File: src/rtl/risc_v_mike_uart_rx.sv
// risc_v_mike_uart_rx: 8N1 UART receive front end with valid/ready output,
// framing-error pulse and sticky overrun flag.
module risc_v_mike_uart_rx #(
    parameter int unsigned CLKS_PER_BIT = 16,
    parameter int unsigned DATA_BITS    = 8
) (
    input  logic                 i_clk,
    input  logic                 i_rst,
    input  logic                 i_rx,
    output logic [DATA_BITS-1:0] o_rx_data,
    output logic                 o_rx_valid,
    input  logic                 i_rx_ready,
    output logic                 o_frame_err,
    output logic                 o_overrun,
    input  logic                 i_clr_err,
    output logic                 o_busy
);

    localparam int unsigned CNT_W = $clog2(CLKS_PER_BIT);
    localparam int unsigned IDX_W = (DATA_BITS > 1) ? $clog2(DATA_BITS) : 1;
    localparam int unsigned HALF  = CLKS_PER_BIT / 2 - 1;

    typedef enum logic [2:0] {StIdle, StStart, StData, StStop, StBreak} state_e;

    state_e               r_state, w_state_next;
    logic                 r_sync1, r_sync2;
    logic [CNT_W-1:0]     r_cnt, w_cnt_next;
    logic [IDX_W-1:0]     r_idx, w_idx_next;
    logic [DATA_BITS-1:0] r_shift, w_shift_next;
    logic [DATA_BITS-1:0] r_data, w_data_next;
    logic                 r_valid, w_valid_next;
    logic                 r_overrun, w_overrun_next;
    logic                 r_frame_err, w_frame_err_next;
    logic                 w_rx_sync;
    logic                 w_bit_end;

    assign w_rx_sync = r_sync2;
    assign w_bit_end = (r_cnt == CNT_W'(CLKS_PER_BIT - 1));

    // Two-flop synchroniser on the asynchronous rx pin; resets to the idle level.
    always_ff @(posedge i_clk) begin
        if (i_rst) begin
            r_sync1 <= 1'b1;
            r_sync2 <= 1'b1;
        end else begin
            r_sync1 <= i_rx;
            r_sync2 <= r_sync1;
        end
    end

    // State, counters and output registers.
    always_ff @(posedge i_clk) begin
        if (i_rst) begin
            r_state     <= StIdle;
            r_cnt       <= '0;
            r_idx       <= '0;
            r_shift     <= '0;
            r_data      <= '0;
            r_valid     <= 1'b0;
            r_overrun   <= 1'b0;
            r_frame_err <= 1'b0;
        end else begin
            r_state     <= w_state_next;
            r_cnt       <= w_cnt_next;
            r_idx       <= w_idx_next;
            r_shift     <= w_shift_next;
            r_data      <= w_data_next;
            r_valid     <= w_valid_next;
            r_overrun   <= w_overrun_next;
            r_frame_err <= w_frame_err_next;
        end
    end

    // Next-state, bit sampling and handshake logic.
    always_comb begin
        w_state_next     = r_state;
        w_cnt_next       = r_cnt;
        w_idx_next       = r_idx;
        w_shift_next     = r_shift;
        w_data_next      = r_data;
        w_valid_next     = r_valid;
        w_overrun_next   = r_overrun;
        w_frame_err_next = 1'b0;

        // Consumer accept; a byte loaded this same cycle overrides below.
        if (r_valid && i_rx_ready) begin
            w_valid_next = 1'b0;
        end
        // A drop in the same cycle overrides the clear below.
        if (i_clr_err) begin
            w_overrun_next = 1'b0;
        end

        unique case (r_state)
            StIdle: begin
                if (!w_rx_sync) begin
                    w_state_next = StStart;
                    w_cnt_next   = '0;
                end
            end
            StStart: begin
                if (r_cnt == CNT_W'(HALF)) begin
                    w_cnt_next = '0;
                    if (!w_rx_sync) begin
                        w_state_next = StData;
                        w_idx_next   = '0;
                    end else begin
                        // Start bit did not hold to mid-bit: treat as a glitch.
                        w_state_next = StIdle;
                    end
                end else begin
                    w_cnt_next = r_cnt + CNT_W'(1);
                end
            end
            StData: begin
                if (w_bit_end) begin
                    w_cnt_next          = '0;
                    w_shift_next[r_idx] = w_rx_sync;
                    if (r_idx == IDX_W'(DATA_BITS - 1)) begin
                        w_state_next = StStop;
                    end else begin
                        w_idx_next = r_idx + IDX_W'(1);
                    end
                end else begin
                    w_cnt_next = r_cnt + CNT_W'(1);
                end
            end
            StStop: begin
                if (w_bit_end) begin
                    w_cnt_next = '0;
                    if (w_rx_sync) begin
                        w_state_next = StIdle;
                        if (!r_valid || i_rx_ready) begin
                            w_data_next  = r_shift;
                            w_valid_next = 1'b1;
                        end else begin
                            w_overrun_next = 1'b1;
                        end
                    end else begin
                        w_frame_err_next = 1'b1;
                        w_state_next     = StBreak;
                    end
                end else begin
                    w_cnt_next = r_cnt + CNT_W'(1);
                end
            end
            StBreak: begin
                // Hold off until the line returns high so a stuck-low line cannot retrigger.
                if (w_rx_sync) begin
                    w_state_next = StIdle;
                end
            end
            default: begin
                w_state_next = StIdle;
            end
        endcase
    end

    assign o_rx_data   = r_data;
    assign o_rx_valid  = r_valid;
    assign o_frame_err = r_frame_err;
    assign o_overrun   = r_overrun;
    assign o_busy      = (r_state != StIdle);

endmodule

File: config.mk
export PLATFORM = sky130hd
export DESIGN_NAME = risc_v_mike_uart_rx
export DESIGN_NICKNAME = d
export VERILOG_FILES = /design/src/rtl/risc_v_mike_uart_rx.sv
export SDC_FILE = /design/constraint.sdc
export NUM_CORES = 1
export LEC_CHECK = 0
export BUFFER_PORTS_ARGS = -buffer_cell sky130_fd_sc_hd__clkbuf_2
export CORE_ASPECT_RATIO = 0.75
export CORE_MARGIN = 5
export CORE_UTILIZATION = 35
export CTS_BUF_LIST = sky130_fd_sc_hd__clkbuf_2 sky130_fd_sc_hd__clkbuf_4 sky130_fd_sc_hd__clkbuf_8
export CTS_CLUSTER_SIZE = 24
export DETAILED_ROUTE_END_ITERATION = 12
export RECOVER_POWER = 25
export SLEW_MARGIN = 20
export SYNTH_ARGS = -nofsm -noshare
export SYNTH_HDL_FRONTEND = slang
export SYNTH_SLANG_ARGS = --single-unit
File: constraint.sdc
create_clock -name i_clk -period 2.5 [get_ports i_clk]
set_input_delay 0 -clock i_clk [delete_from_list [all_inputs] [get_ports i_clk]]
set_output_delay 0 -clock i_clk [all_outputs]
set_load 0.05 [all_outputs]
# Word-level counts from Yosys, hierarchy flattened
# Cells that the tools add are included.
[op_classes] eq_ne=15 n_reduce_logical=15 magnitude_cmp=2 bitwise=2 addsub=2 n_mux=32
[ops] operator="3-bit 2-to-1 mux" count=11
[ops] operator="2-bit != test (second input constant)" count=8
[ops] operator="3-bit one-hot mux with 5 select lines" count=1
[ops] operator="1-bit 2-to-1 mux" count=12
[ops] operator="4-bit 2-to-1 mux" count=3
[ops] operator="4-bit one-hot mux with 3 select lines" count=1
[ops] operator="8-bit bitwise mux" count=1
[ops] operator="3-bit by 2-bit == test with 1-bit output (second input constant)" count=2
[ops] operator="3-bit == test (second input constant)" count=2
[ops] operator="3-bit one-hot mux with 2 select lines" count=1
[ops] operator="6-bit AND reduction" count=1
[ops] operator="3-bit nonzero test" count=2
[ops] operator="5-bit AND reduction" count=1
[ops] operator="4-bit by 1-bit adder with 4-bit output (second input constant)" count=1
[ops] operator="4-bit by 3-bit == test with 1-bit output (second input constant)" count=1
[ops] operator="4-bit == test (second input constant)" count=1
[ops] operator="3-bit by 4-bit < comparator with 1-bit output (second input constant)" count=1
[ops] operator="2-bit AND reduction" count=2
[ops] operator="4-bit AND reduction" count=1
[ops] operator="3-bit by 1-bit adder with 3-bit output (second input constant)" count=1
[ops] operator="1-bit demux with 3-bit select" count=1
[ops] operator="3-bit by 1-bit == test with 1-bit output (second input constant)" count=1
[ops] operator="3-bit by 1-bit >= comparator with 1-bit output (second input constant)" count=1
[ops] operator="3-bit logical NOT" count=1
[ops] operator="other kinds (8)" count=10
[totals] out_inout_bits=12 elab_cells=78 ff_bits=31 inputBits=5

# Longest topological paths before layout
[depth] depth_word=6 mapped_depth=6 ltp_nobuf=6

# Least setup slack after synthesis
# No wires, ideal clock.
[synth_timing] path_type="register to register" start="register r_cnt[0]" end="register r_state[1]" required_time_ps=2434 setup_time_ps=66 period_less_slack_ps=1458 n_path_buf=0 stages_incl_launch_ff=6 arrival_time_ps=1393 path_slack_ps=1042 cell_sequence="dfxtp_1 ha_1 and4bb_1 nor3_4 or3_1 a21boi_2"
[synth_via] elab_chain_cells=3 elab_cells_between_ends=6 cone_classes="eq/ne (5); reduce/logical (1)"
[synth_rtl] item="start: declaration" line="27" source="logic [CNT_W-1:0] r_cnt, w_cnt_next;"
[synth_rtl] item="start signal: assignment" line="64" source="r_cnt <= w_cnt_next;"
[synth_rtl] item="4-bit by 3-bit == test with 1-bit output or 4-bit == test (tied branches)" line="102, 38"
[synth_rtl] item="2-bit != test (no line)"
[synth_rtl] item="6-bit AND reduction (no line) *"
[synth_rtl] item="end signal: assignment" line="54" source="r_state <= StIdle;"
[synth_rtl] item="end signal: assignment" line="63" source="r_state <= w_state_next;"
[synth_rtl] item="end: declaration" line="25" source="state_e r_state, w_state_next;"
# Every way passes the cells marked *; elsewhere a longest branch is shown, timed or not.
# A chain may end at the register's enable or synchronous reset.

# Final worst setup path
[layout_timing] start="register r_cnt[0]" end="register r_overrun (netlist: o_overrun)"
[layout_via] elab_chain_cells=3
[layout_rtl] item="4-bit == test" line="38" source="assign w_bit_end = (r_cnt == CNT_W'(CLKS_PER_BIT - 1));"
[layout_rtl] item="1-bit 2-to-1 mux" line="129" source="if (w_bit_end) begin"
[layout_rtl] item="1-bit 2-to-1 mux" line="94" source="unique case (r_state)"
[layout_rtl] item="end signal: assignment" line="69" source="r_overrun <= w_overrun_next;"
[layout_rtl] item="end: declaration" line="32" source="logic r_overrun, w_overrun_next;"
# Every way passes these cells.

==> results.yml <==
sta:
  tightestPinTransition_ns: 0.600
  setup_violations: 0
  drv_slew: 0
  fin_hold_ws_ns: 0.105
  rsz0062_at_grt: "no"
  clock_skew_ns: 0.00537
  min_period_ns: 2.03
  max_freq_mhz: 493
  tns_ns: 0
  hold_viol_final: 0
  fin_crit_sh_pct: 81.1
  relSlewSlack_pct: 60.1
critical_path:
  cp_cell_sequence: "ha_1 > and3b_2 > and2_1 > nand4b_1 > a21oi_1 > dlygate4sd3_1"
  slowest_delay_ns: 0.57
  start_kind: "flop"
  critical_path_arrival_ns: 2.25
  critical_path_class: "flop to flop"
  slowest_stage: "dlygate4sd3_1"
  end_kind: "flop"
  worst_ep_required_time_ns: 2.72
  rrSetupSlack_ns: 0.47
  worstReg2RegEnd: "o_overrun$_SDFF_PP0_"
  cp_max_fo: 7
  reg2regPathDepth: 6
  r2r-start: "r_cnt[0]$_SDFFE_PP0P_"
pwr:
  netSwitchingFraction_pct: 22.5
  ir_drop_v: 0.000282
  p_leak_uw: 0.000658
  p_sw_uw: 209
  totalPowerFinal_uw: 927
  p_clk_share_pct: 42.2
  pwr-share-comb_pct: 3.7
  internal_power_uw: 718
  p_seq_share_pct: 54.1
  power_density_nw_per_um2: 556
yosys:
  synth_top_cell_area_share_pct: 42.9
  yosys_register_bits: 31
  ys_seq_area_share_pct: 42.9
  syn-num-nets: 152
  synthDistinctLibCells: 44
  synth-edff-count: 0
  synth_warnings: 0
  synthTopCellsByArea: "dfxtp_1 43%, mux2i_1 6.2%, nand3b_1 6.2%"
  synth_area_leader_cell: "dfxtp_1"
  synth_area_um2: 1450
  async_flop_share_pct: 0
  synth_area_per_cell_um2: 10.0
  synth_ff_type: "dfxtp_1"
  synth_cells: 144
drt:
  firstDrtPassIters: 4
  drcViolationCount: 0
  vias: 1087
  wire_per_inst_um: 12.7
  drt-initial-drc-count: 70
  dr_wl_met2_mm: 1.16
  drt_wl_total_mm: 2.79
  viasPerCell: 4.96
  dr.max_layer_used: "met4"
  met1_length_mm: 1.48
  antenna_left: 0
  wl_met3_um: 80
finish:
  drive_gt1_share_pct: 19.5
  final_cell_area_um2: 1670
  multi_input_area_um2: 781
  final-seq-area_um2: 621
  syn_to_final_growth_pct: 15.3
  n_fill_cell: 393
  num_antenna_cells: 0
  nNetsFinal: 171
hold_path:
  hp-class: "input port to flop"
  hold_depth: 3
  holdPathEnd: "o_rx_valid$_SDFF_PP0_"
  hp-start: "i_rx_ready"
job:
  cap_viol_max_count: 0
clock_tree:
  ctsHoldBuffers: 3
  clockBufferDepth: 2
  root_buffer: "clkbuf_8"
  clk_pin_slew_ns: 0.07
  clock_latency_ns: 0.28
  cts_tree: "yes"
  cts_sinks: 31
  cts_buffers: 5
  post_cts_buffers: 0
  cts.htree.levels: 2
  post_cts_resized: 0
grt:
  antenna_found_initial: 0
  grt_pass1_wl_mm: 4.92
  grt_use_total_pct: 11.2
  overflow: 0
  grt_max_degree: 31
  grt_pass1_vias: 1121
die:
  die_w_um: 84.2
  num_rows: 20
  boundaryPins: 17
  core_um2: 4030
  die_h_um: 65.7
  dieArea_um2: 5530
  start_util_pct: 35.9
placement:
  dp_hpwl_mm: 1.92
  dpl-instance-area_um2: 1560
  portBuffers: 16
  gp_congestion: 0.810
outcome:
  status: "finished clean"
[cells in the mapped netlist (2+ instances only)]
cell and count:
a21oi_1 7, a22o_1 2, nand3_1 3, nor2_1 10, nand2b_1 11, or3_1 2, or2_2 2, inv_1 2
nor3_2 2, nor3_1 2, mux2i_1 9, nand3b_1 12, buf_2 2, ha_1 3, nand2_1 5, nor4_1 2
dfxtp_1 31, o21ai_0 8, clkbuf_1 4
[final cells by class]
class	count	share of cell area, %
well taps	55	4.13
inverters	2	0.450
multi-input cells	104	46.8
flip-flops and latches	31	37.2
repair buffers	19	6.01
clock buffers	6	4.58
clock inverters	2	0.751
[routing by layer]
| layer | GRT usage (%) | vias to the layer above |
|---|---|---|
| li1 | - | 559 |
| met1 | 14.0 | 505 |
| met2 | 17.9 | 16 |
| met3 | 2.76 | 7 |
| met4 | 6.02 | 0 |
| met5 | 0 | - |
[logic make-up (layout without fill, tap and decap cells)]
family          count (synthesis)  after routing  synth area share [%]
mux                            10             10                  7.01
flops                          31             31                  42.9
buf+inv                         9             29                  3.03
simple gates                   67             67                  33.9
xor+xnor                        1              1                 0.606
compound gates                 23             23                  9.87
fa+ha+maj                       3              3                  2.60
[how the worst max path moves through the flow]
stage	from	endpoint	slack, ns
6_report	r_cnt[0]$_SDFFE_PP0P_	o_overrun$_SDFF_PP0_	0.47
5_1_grt	r_cnt[0]$_SDFFE_PP0P_	o_overrun$_SDFF_PP0_	0.31
4_1_cts	r_cnt[0]$_SDFFE_PP0P_	o_overrun$_SDFF_PP0_	0.49
3_5_place_dp	r_cnt[0]$_SDFFE_PP0P_	o_rx_data[6]$_SDFFE_PP0P_	0.91
3_3_place_gp	r_cnt[0]$_SDFFE_PP0P_	o_rx_data[6]$_SDFFE_PP0P_	0.96
2_1_floorplan	r_cnt[0]$_SDFFE_PP0P_	r_state[1]$_SDFFE_PP0P_	1.04
[through the flow]
stage | utilization [%] | worst slack (ns) | cells
after floorplan | - | 1.04 | 144
after global placement | 38.7 | 0.957 | 208
after detailed placement | 38.7 | 0.906 | 208
after CTS | 41.6 | 0.486 | 219
after global routing | 41.4 | 0.314 | 219
final | 41.4 | 0.473 | 219
[flip-flops by register name, indices dropped and copies added (netlist names), 3 cells and up]
name	flops
r_cnt	4
r_shift	8
r_state	3
r_idx	3
o_rx_data	8
[power groups by stage]
stage          Combinational, uW  Clock, uW  Sequential (uW)
2_1_floorplan               27.0          0              510
3_3_place_gp                32.2          0              512
3_5_place_dp                32.3          0              512
4_1_cts                     34.8        405              501
5_1_grt                     37.7        430              501
6_report                    34.3        392              501
[critical path: cells and delay by family, from the launching register on]
family                   cells  cell delay, ns
buffers and inverters        1            0.57
AND/OR/NAND/NOR              3            0.56
adder cells (fa/ha/maj)      1            0.32
flip-flops                   1            0.37
AO/OA/AOI/OAI                1            0.14
[layout by cell type (no fill, tap or decap), types with 2 or more instances in the layout]
master,Yosys,final
dfxtp_1,31,31
nand2b_1,11,11
clkbuf_1,4,8
nand3_1,3,3
mux2i_1,9,9
a22o_1,2,2
or3_1,2,2
ha_1,3,3
nor2_1,10,10
o21ai_0,8,8
nand2_1,5,5
nor4_1,2,2
a21oi_1,7,7
clkbuf_8,0,5
clkbuf_2,0,8
nor3_1,2,2
nor3_2,2,2
or2_2,2,2
nand3b_1,12,12
dlygate4sd3_1,0,3
inv_1,2,2
(Power assumes the default switching activity.)
